### config.mk
export PLATFORM = sky130hd
export DESIGN_NAME = proc_core_mc_flat
export DESIGN_NICKNAME = d
export VERILOG_FILES = /design/src/rtl/proc_core_mc_if.sv /design/src/rtl/proc_core_mc.sv /design/src/flat_wrapper.sv
export SDC_FILE = /design/constraint.sdc
export NUM_CORES = 1
export LEC_CHECK = 0
export BUFFER_PORTS_ARGS = -buffer_cell sky130_fd_sc_hd__buf_2
export CAP_MARGIN = 40
export CORE_MARGIN = 5
export CORE_UTILIZATION = 50
export DETAILED_ROUTE_END_ITERATION = 8
export PLACE_DENSITY = 0.66
export SLEW_MARGIN = 0
export SYNTH_ARGS = -nofsm -noshare
export SYNTH_HDL_FRONTEND = slang
export SYNTH_SLANG_ARGS = --single-unit
### constraint.sdc
create_clock -name clk -period 15 [get_ports clk]
set_clock_uncertainty 0.1 [all_clocks]
set_input_delay 2.25 -clock clk [delete_from_list [all_inputs] [get_ports clk]]
set_output_delay 2.25 -clock clk [all_outputs]
set_load 0.05 [all_outputs]
### src/rtl/proc_core_mc_if.sv
// proc_core_mc_if: instruction-memory and data I/O bundle of proc_core_mc.
interface proc_core_mc_if #(parameter int DATA_W = 16, parameter int PC_W = 8);
  logic [PC_W-1:0] imem_addr;
  logic [31:0] imem_rdata;
  logic [DATA_W-1:0] din;
  logic [DATA_W-1:0] dout;
  logic halted;
  modport master(output imem_addr, dout, halted, input imem_rdata, din);
  modport slave(input imem_addr, dout, halted, output imem_rdata, din);
endinterface

### src/rtl/proc_core_mc.sv
// proc_core_mc: multi-cycle fetch/load/exec/next core with a 32-entry register file.
// Define PROC_MUL_EN to build the multiplier and the SGPR high-half register.
module proc_core_mc #(
  parameter int DATA_W = 16,
  parameter int PC_W = 8
) (
  input logic clk,
  input logic reset,
  proc_core_mc_if.master bus
);
  typedef enum logic [2:0] {FETCH, LOAD, EXEC, NEXT, HALT} state_t;
  state_t state, state_nx;
  logic [PC_W-1:0] pc;
  logic [31:0] ir;
  logic [DATA_W-1:0] gpr [32];
  logic [DATA_W-1:0] sgpr, a, b, res, dout;
  logic s, z, c, v, fc, fv, wr, fl, take, halted;
  logic [4:0] op, rd, rs1, rs2;
  logic imm;
  logic [15:0] isrc;
  assign {op, rd, rs1, imm} = ir[31:16];
  assign rs2 = ir[15:11];
  assign isrc = ir[15:0];
  assign a = gpr[rs1];
  assign b = imm ? DATA_W'(isrc) : gpr[rs2];
  assign take = op == 5'd14 || (op == 5'd15 && c) || (op == 5'd16 && z) ||
                (op == 5'd17 && s) || (op == 5'd18 && v);
  assign bus.imem_addr = pc;
  assign bus.dout = dout;
  assign bus.halted = halted;
`ifdef PROC_MUL_EN
  logic [2*DATA_W-1:0] prod;
  assign prod = {{DATA_W{1'b0}}, a} * {{DATA_W{1'b0}}, b};
  always_ff @(posedge clk or negedge reset)
    if (!reset) sgpr <= '0;
    else if (state == EXEC && op == 5'd4) sgpr <= prod[2*DATA_W-1:DATA_W];
`else
  assign sgpr = '0;
`endif
  always_comb begin
    res = '0;
    fc = 1'b0;
    fv = 1'b0;
    wr = 1'b0;
    fl = 1'b0;
    case (op)
      5'd0: begin res = sgpr; wr = 1'b1; end
      5'd1: begin res = imm ? b : a; wr = 1'b1; end
      5'd2: begin
        {fc, res} = {1'b0, a} + {1'b0, b};
        fv = (a[DATA_W-1] == b[DATA_W-1]) && (res[DATA_W-1] != a[DATA_W-1]);
        wr = 1'b1; fl = 1'b1;
      end
      5'd3: begin
        res = a - b;
        fc = a < b;
        fv = (a[DATA_W-1] != b[DATA_W-1]) && (res[DATA_W-1] != a[DATA_W-1]);
        wr = 1'b1; fl = 1'b1;
      end
`ifdef PROC_MUL_EN
      5'd4: begin
        res = prod[DATA_W-1:0];
        fc = |prod[2*DATA_W-1:DATA_W];
        wr = 1'b1; fl = 1'b1;
      end
`endif
      5'd5: begin res = a | b; wr = 1'b1; fl = 1'b1; end
      5'd6: begin res = a & b; wr = 1'b1; fl = 1'b1; end
      5'd7: begin res = a ^ b; wr = 1'b1; fl = 1'b1; end
      5'd8: begin res = ~(a ^ b); wr = 1'b1; fl = 1'b1; end
      5'd9: begin res = ~(a & b); wr = 1'b1; fl = 1'b1; end
      5'd10: begin res = ~(a | b); wr = 1'b1; fl = 1'b1; end
      5'd11: begin res = ~a; wr = 1'b1; fl = 1'b1; end
      5'd12: begin res = bus.din; wr = 1'b1; end
      default: res = '0;
    endcase
  end
  always_comb begin
    state_nx = state;
    case (state)
      FETCH: state_nx = LOAD;
      LOAD: state_nx = EXEC;
      EXEC: state_nx = op == 5'd19 ? HALT : NEXT;
      NEXT: state_nx = FETCH;
      default: state_nx = HALT;
    endcase
  end
  always_ff @(posedge clk or negedge reset)
    if (!reset) state <= FETCH;
    else state <= state_nx;
  always_ff @(posedge clk or negedge reset)
    if (!reset) begin
      pc <= '0;
      ir <= '0;
      dout <= '0;
      halted <= 1'b0;
      {s, z, c, v} <= 4'b0;
      for (int i = 0; i < 32; i++) gpr[i] <= '0;
    end else begin
      if (state == LOAD) ir <= bus.imem_rdata;
      if (state == NEXT) pc <= take ? PC_W'(isrc) : pc + 1'b1;
      if (state == EXEC) begin
        if (wr) gpr[rd] <= res;
        if (fl) {s, z, c, v} <= {res[DATA_W-1], res == '0, fc, fv};
        if (op == 5'd13) dout <= a;
        if (op == 5'd19) halted <= 1'b1;
      end
    end
endmodule
### src/flat_wrapper.sv
// flat-port wrapper written by rule: the top's interface ports become plain ports
module proc_core_mc_flat 
#(
  parameter int DATA_W = 16,
  parameter int PC_W = 8
)
  (clk, reset, bus_imem_addr, bus_dout, bus_halted, bus_imem_rdata, bus_din);
  proc_core_mc_if #(.DATA_W(DATA_W), .PC_W(PC_W)) bus_i ();
  input logic clk;
  input logic reset;
  output wire logic [$bits(bus_i.imem_addr)-1:0] bus_imem_addr;
  output wire logic [$bits(bus_i.dout)-1:0] bus_dout;
  output wire logic [$bits(bus_i.halted)-1:0] bus_halted;
  input wire logic [$bits(bus_i.imem_rdata)-1:0] bus_imem_rdata;
  input wire logic [$bits(bus_i.din)-1:0] bus_din;
  assign bus_imem_addr = bus_i.imem_addr;
  assign bus_dout = bus_i.dout;
  assign bus_halted = bus_i.halted;
  assign bus_i.imem_rdata = bus_imem_rdata;
  assign bus_i.din = bus_din;
  proc_core_mc #(.DATA_W(DATA_W), .PC_W(PC_W)) u_core (.clk(clk), .reset(reset), .bus(bus_i));
endmodule
Word level (Yosys, flattened, before mapping)
Index checks and enable logic that the tools add are counted.

cells by class
  add/sub/neg operators = 3
  magnitude comparators = 5
  equal/unequal tests = 25
  mux-type cells = 19
  bitwise operators = 10
  reductions and logical operators = 20

operators by type and width
  cell                                                 count
  bitwise mux 512 bit                                  1
  case mux 16 bit (11 select lines)                    1
  binary-select mux 16 bit (select 5 bit)              2
  2-to-1 mux 16 bit                                    7
  demux 16 bit (select 5 bit)                          1
  NOT 16 bit                                           4
  equality test 5 x 4 -> 1 bit, second input constant  8
  equality test 5 bit, second input constant           4
  >= comparator 6 bit, second input constant           3
  NOT 5 -> 6 bit                                       3
  adder 16 x 16 -> 17 bit                              1
  AND 16 bit                                           1
  logical NOT 16 bit                                   1
  < comparator 16 bit                                  1
  bitwise OR 16 bit                                    1
  subtractor 16 bit                                    1
  XOR 16 bit                                           1
  equality test 5 x 3 -> 1 bit, second input constant  3
  case mux 3 bit (4 select lines)                      1
  OR reduction 12 bit                                  1
  equality test 5 x 2 -> 1 bit, second input constant  2
  OR reduction 9 bit                                   1
  adder 8 x 1 -> 8 bit, second input constant          1
  2-to-1 mux 8 bit                                     1
  14 further kinds                                     31

storage, ports and cells
  register bits after elaboration = 576
  output and inout port bits = 25
  word-level logic and storage cells = 123

Longest topological paths before layout
  depth in word-level cells = 9
  depth in mapped cells = 24

Least setup slack after synthesis
No wires, ideal clock.

  path kind = flip-flop to flip-flop
  from = register u_core.ir[11]
  to = register u_core.gpr[119] (netlist bit)
  library setup time = 0.131 ns
  arrival time = 5.142 ns
  required time = 14.769 ns
  setup slack = 9.627 ns
  cell stages (with the launch flop) = 18
  period minus slack after synthesis = 5.373 ns
  path through = dfrtp_1 -> clkbuf_1 -> buf_1 -> buf_1 -> mux4_2 -> mux4_2 -> mux2i_1 -> o21a_1 -> ha_1 -> a211oi_2 -> o21bai_1 -> a2111oi_0 -> nor3_1 -> a221o_1 -> o21a_1 -> a2111oi_2 -> buf_2 -> o21ai_0

between the ends
  word-level cells in the longest chain between the ends = 9
  elaborated cells between the ends (all ways) = 16
  classes of those cells = add/sub (2); mux (7); bitwise (7)

RTL lines
  element                                                    line                 source
  start: declaration                                         proc_core_mc.sv:14   logic [31:0] ir;
  start signal: assignment                                   proc_core_mc.sv:100  if (state == LOAD) ir <= bus.imem_rdata;
  NOT 5 -> 6 bit (implied by the code) (*)                   proc_core_mc.sv:25   assign b = imm ? DATA_W'(isrc) : gpr[rs2];
  binary-select mux 16 bit (select 5 bit) (*)                proc_core_mc.sv:25
  2-to-1 mux 16 bit (implied by the code) (*) (2 in a row)   proc_core_mc.sv:25
  2-to-1 mux 16 bit (*)                                      proc_core_mc.sv:25
  branches (longest 2 deep; another with subtractor 16 bit)  n/a
  case mux 16 bit (11 select lines) (*)                      proc_core_mc.sv:46   case (op)
  bitwise mux 512 bit (*)                                    proc_core_mc.sv:103  if (wr) gpr[rd] <= res;
  end signal: indexed assignment                             proc_core_mc.sv:103
  end: declaration                                           proc_core_mc.sv:15   logic [DATA_W-1:0] gpr [32];

Every way passes the cells marked *. The select of a mux whose other input is x is not followed.
A chain may end at the register's enable or synchronous reset.

Final worst setup path
  from = register u_core.ir[12]
  to = register u_core.z

between the ends
  word-level cells in the longest chain between the ends = 9
  elaborated cells between the ends (all ways) = 16
  classes of those cells = add/sub (2); mux (6); bitwise (7); reduce/logical (1)

RTL lines
  element                                                    line                 source
  NOT 5 -> 6 bit (implied by the code)                       proc_core_mc.sv:25
  binary-select mux 16 bit (select 5 bit)                    proc_core_mc.sv:25
  2-to-1 mux 16 bit (implied by the code) (2 in a row)       proc_core_mc.sv:25
  2-to-1 mux 16 bit (*)                                      proc_core_mc.sv:25
  branches (longest 2 deep; another with subtractor 16 bit)  n/a
  case mux 16 bit (11 select lines) (*)                      proc_core_mc.sv:46
  logical NOT 16 bit (*)                                     proc_core_mc.sv:104  if (fl) {s, z, c, v} <= {res[DATA_W-1], res == '0, fc, fv};
  end signal: assignment                                     proc_core_mc.sv:104
  end: declaration                                           proc_core_mc.sv:17   logic s, z, c, v, fc, fv, wr, fl, take, halted;

Marked as above.

==> insert_results.sql <==
INSERT INTO impl_metrics (metric_group, metric, value, unit) VALUES
('clocking', 'postCtsSetupBuffers', '0', ''),
('logic_synthesis', 'syn_area_per_cell', '10.5', 'µm²'),
('logic_synthesis', 'synth_top_cell_area_share', '0.440', ''),
('placement', 'placedCellCount', '3851', ''),
('clocking', 'cts-hold-fix-buffers', '0', ''),
('sta', 'hold_viol', '0', ''),
('worst_setup_path', 'cp_max_fo', '46', ''),
('route', 'drt_pre_antenna_iters', '6', ''),
('worst_setup_path', 'crit_chain', 'buf_4 > buf_4 > mux4_2 > mux4_2 > mux2i_1 > o21a_1 > ha_1 > a21oi_1 > nor2_1 > or3_1 > a221o_1 > o21ai_0 > nand4_1 > a211oi_4 > buf_4 > and4_1 > nand4_1 > nand2_1', ''),
('global_routing', 'grt_use_met3', '0.0697', ''),
('worst_setup_path', 'setup_cp_type', 'reg2reg', ''),
('sta', 'grt_setup_unrepaired', 'false', ''),
('die', 'die-area', '0.0708', 'mm²'),
('global_routing', 'grt_max_degree', '177', ''),
('pwr', 'cellPowerDensity', '271', 'mW/mm²'),
('worst_setup_path', 'critical_path.slowest_cell', 'dfrtp_4', ''),
('logic_synthesis', 'syn-instance-count', '3119', ''),
('worst_setup_path', 'startpoint_type', 'flop', ''),
('logic_synthesis', 'synth_flop_cell', 'dfrtp_1', ''),
('route', 'avgRoutedWirePerCell', '28.8', 'µm'),
('clocking', 'cts_root_buffer', 'clkbuf_16', ''),
('global_routing', 'global_route.overflow_total', '0', ''),
('placement', 'finalWeightedCongestion', '0.973', ''),
('pwr', 'netSwitchingFraction', '0.478', ''),
('die', 'fp-row-count', '93', ''),
('die', 'start_util', '0.506', ''),
('logic_synthesis', 'synthesis_warning_total', '0', ''),
('sta', 'timing_worst_slew_pin_value', '1.01', 'ns'),
('sta', 'totalNegativeSetupSlack', '0', 'ns'),
('logic_synthesis', 'netlist_top_cells_count', 'dfrtp_1, nor2_1, a21oi_1, mux4_2, nand2_1', ''),
('die', 'floorplan.io_pins', '75', ''),
('layout', 'drive_gt1_frac', '0.206', ''),
('clocking', 'cts_buffers', '61', ''),
('route', 'finalWirelength', '114000', 'µm'),
('route', 'drc', '0', ''),
('logic_synthesis', 'synth.lib_cells_used.distinct', '89', ''),
('flow_run', 'cap_viol_max_count', '0', ''),
('layout', 'final_cells', '3967', ''),
('worst_setup_path', 'critPathArrivalTime', '7.98', 'ns'),
('route', 'num_vias', '26400', ''),
('pwr', 'p_total', '9.84', 'mW'),
('die', 'core_region_area', '0.0647', 'mm²'),
('sta', 'slew_headroom', '0.325', ''),
('run_status', 'result_of_the_run', 'completed', ''),
('sta', 'timing.final.crit_period', '7.51', 'ns'),
('pwr', 'seq_power_share', '0.265', ''),
('global_routing', 'grtUsageTotal', '0.321', ''),
('pwr', 'power.share.clock', '0.175', ''),
('placement', 'port_buffers', '74', ''),
('clocking', 'numClockSinks', '576', ''),
('logic_synthesis', 'yosys.area.top_type', 'dfrtp_1', ''),
('logic_synthesis', 'syn-cell-area', '0.0328', 'mm²'),
('worst_setup_path', 'critical-path-max-stage-delay', '0.89', 'ns'),
('worst_setup_path', 'critical_path.endpoint_type', 'flop', ''),
('logic_synthesis', 'postSynthRegisterBits', '576', ''),
('pwr', 'cellInternalPower', '5.13', 'mW'),
('clocking', 'h-tree-depth', '2', ''),
('sta', 'fmaxAchievable', '133', 'MHz'),
('logic_synthesis', 'synth_top_cells_by_area', 'dfrtp_1, mux4_2, a21oi_1', ''),
('global_routing', 'first_pass_grt_wire_length', '172000', 'µm'),
('pwr', 'p_leak', '13.7', 'nW'),
('clocking', 'cts-root-to-sink-buffers', '3', ''),
('worst_setup_path', 'timing.critical_path.required', '15.46', 'ns'),
('layout', 'flow.area_growth_from_synthesis', '10.7', '%'),
('sta', 'setup_violations', '0', ''),
('route', 'detailedRoute.firstIterationViolations', '3478', ''),
('clocking', 'cts_resized', '0', ''),
('clocking', 'clkTransAtPathRegs', '0.07', 'ns'),
('global_routing', 'global_route_met2_usage', '0.504', ''),
('min_path', 'min-delay-path-class', 'reg2reg', ''),
('worst_setup_path', 'top_cell_by_count_worst_path', 'buf_4', '');
[power groups by stage]
| stage | Combinational, mW | Clock (mW) | Sequential [mW] |
|---|---|---|---|
| after floorplan | 3.92 | 0 | 2.40 |
| after global placement | 5.27 | 0 | 2.57 |
| after detailed placement | 5.39 | 0 | 2.61 |
| after CTS | 5.41 | 1.74 | 2.59 |
| after global routing | 5.86 | 1.80 | 2.66 |
| final | 5.51 | 1.72 | 2.61 |
[per-stage QoR]
stage | utilization | hold WS [ns] | setup slack, ns | instance area [µm²]
2_1_floorplan | - | 0.338 | 9.63 | 32800
3_3_place_gp | 0.521 | 0.360 | 7.69 | 33700
3_5_place_dp | 0.525 | 0.363 | 7.74 | 34000
4_1_cts | 0.561 | 0.377 | 7.71 | 36300
5_1_grt | 0.561 | 0.412 | 7.33 | 36300
6_report | 0.561 | 0.370 | 7.49 | 36300
[cell usage in the layout (no fill, tap or decap), types with 13 or more instances in the layout]
cell type	instances
a211oi_1	13
a21oi_1	455
a221oi_1	18
a22oi_1	21
buf_2	75
buf_4	76
bufinv_16	14
clkbuf_16	62
clkbuf_8	13
dfrtp_1	568
ha_1	55
inv_1	54
mux2_2	34
mux2i_1	88
mux4_2	264
nand2_1	237
nand2b_1	15
nand3_1	37
nand4_1	14
nor2_1	478
nor2_2	14
nor2b_1	25
nor3_1	15
o21a_1	17
o21ai_0	162
o21ai_1	23
[sequential cells by signal (all words and copies together), names as in the netlist]
| register | count |
|---|---|
| u_core.bus.dout | 16 |
| u_core.bus.halted | 1 |
| u_core.bus.imem_addr | 8 |
| u_core.c | 1 |
| u_core.gpr | 512 |
| u_core.ir | 32 |
| u_core.s | 1 |
| u_core.state | 3 |
| u_core.v | 1 |
| u_core.z | 1 |
[worst paths after layout]
check,startpoint,to,slack [ns],cells past startpoint
setup / recovery,u_core.ir[12],u_core.z,7.49,18
hold / removal,u_core.bus.halted,u_core.bus.halted,0.37,2
setup reg to reg,u_core.ir[12],u_core.z,7.49,18
hold reg to reg,u_core.bus.halted,u_core.bus.halted,0.37,2
max in group asynchronous,reset,u_core.gpr[125],11.23,4
min in group asynchronous,reset,u_core.ir[5],1.55,1
[layer usage]
layer	vias up	wire length, µm
met4	0	6680
li1	11200	-
met5	-	0
met1	13300	43200
met2	1516	52900
met3	315	11500
[cells by family after synthesis]
logic type,after synthesis,synth area share
flip-flops,576,0.440
multiplexers,388,0.221
XOR/XNOR,11,0.00294
AO/OA/AOI/OAI,825,0.146
adder cells (fa/ha/maj),57,0.0222
buffers and inverters,344,0.0478
AND/OR/NAND/NOR,918,0.120
[layout make-up]
type,count,area [µm²]
fill,5401,28400
clock inverter,31,543
inverter,56,210
antenna,1,2.50
sequential,576,14400
timing repair buffer,165,1210
tap,855,1070
multi-input combinational,2199,17000
clock buffer,84,1760
[critical path: cells and delay by family (launching register included)]
kind / cells / cell delay [ns]
AO/OA/AOI/OAI: 5 / 1.54
AND/OR/NAND/NOR: 6 / 1.22
multiplexers: 3 / 1.33
flip-flops: 1 / 0.89
buffers and inverters: 3 / 1.83
adder cells (fa/ha/maj): 1 / 0.42
Note: power is estimated with default switching activity, not from simulation.
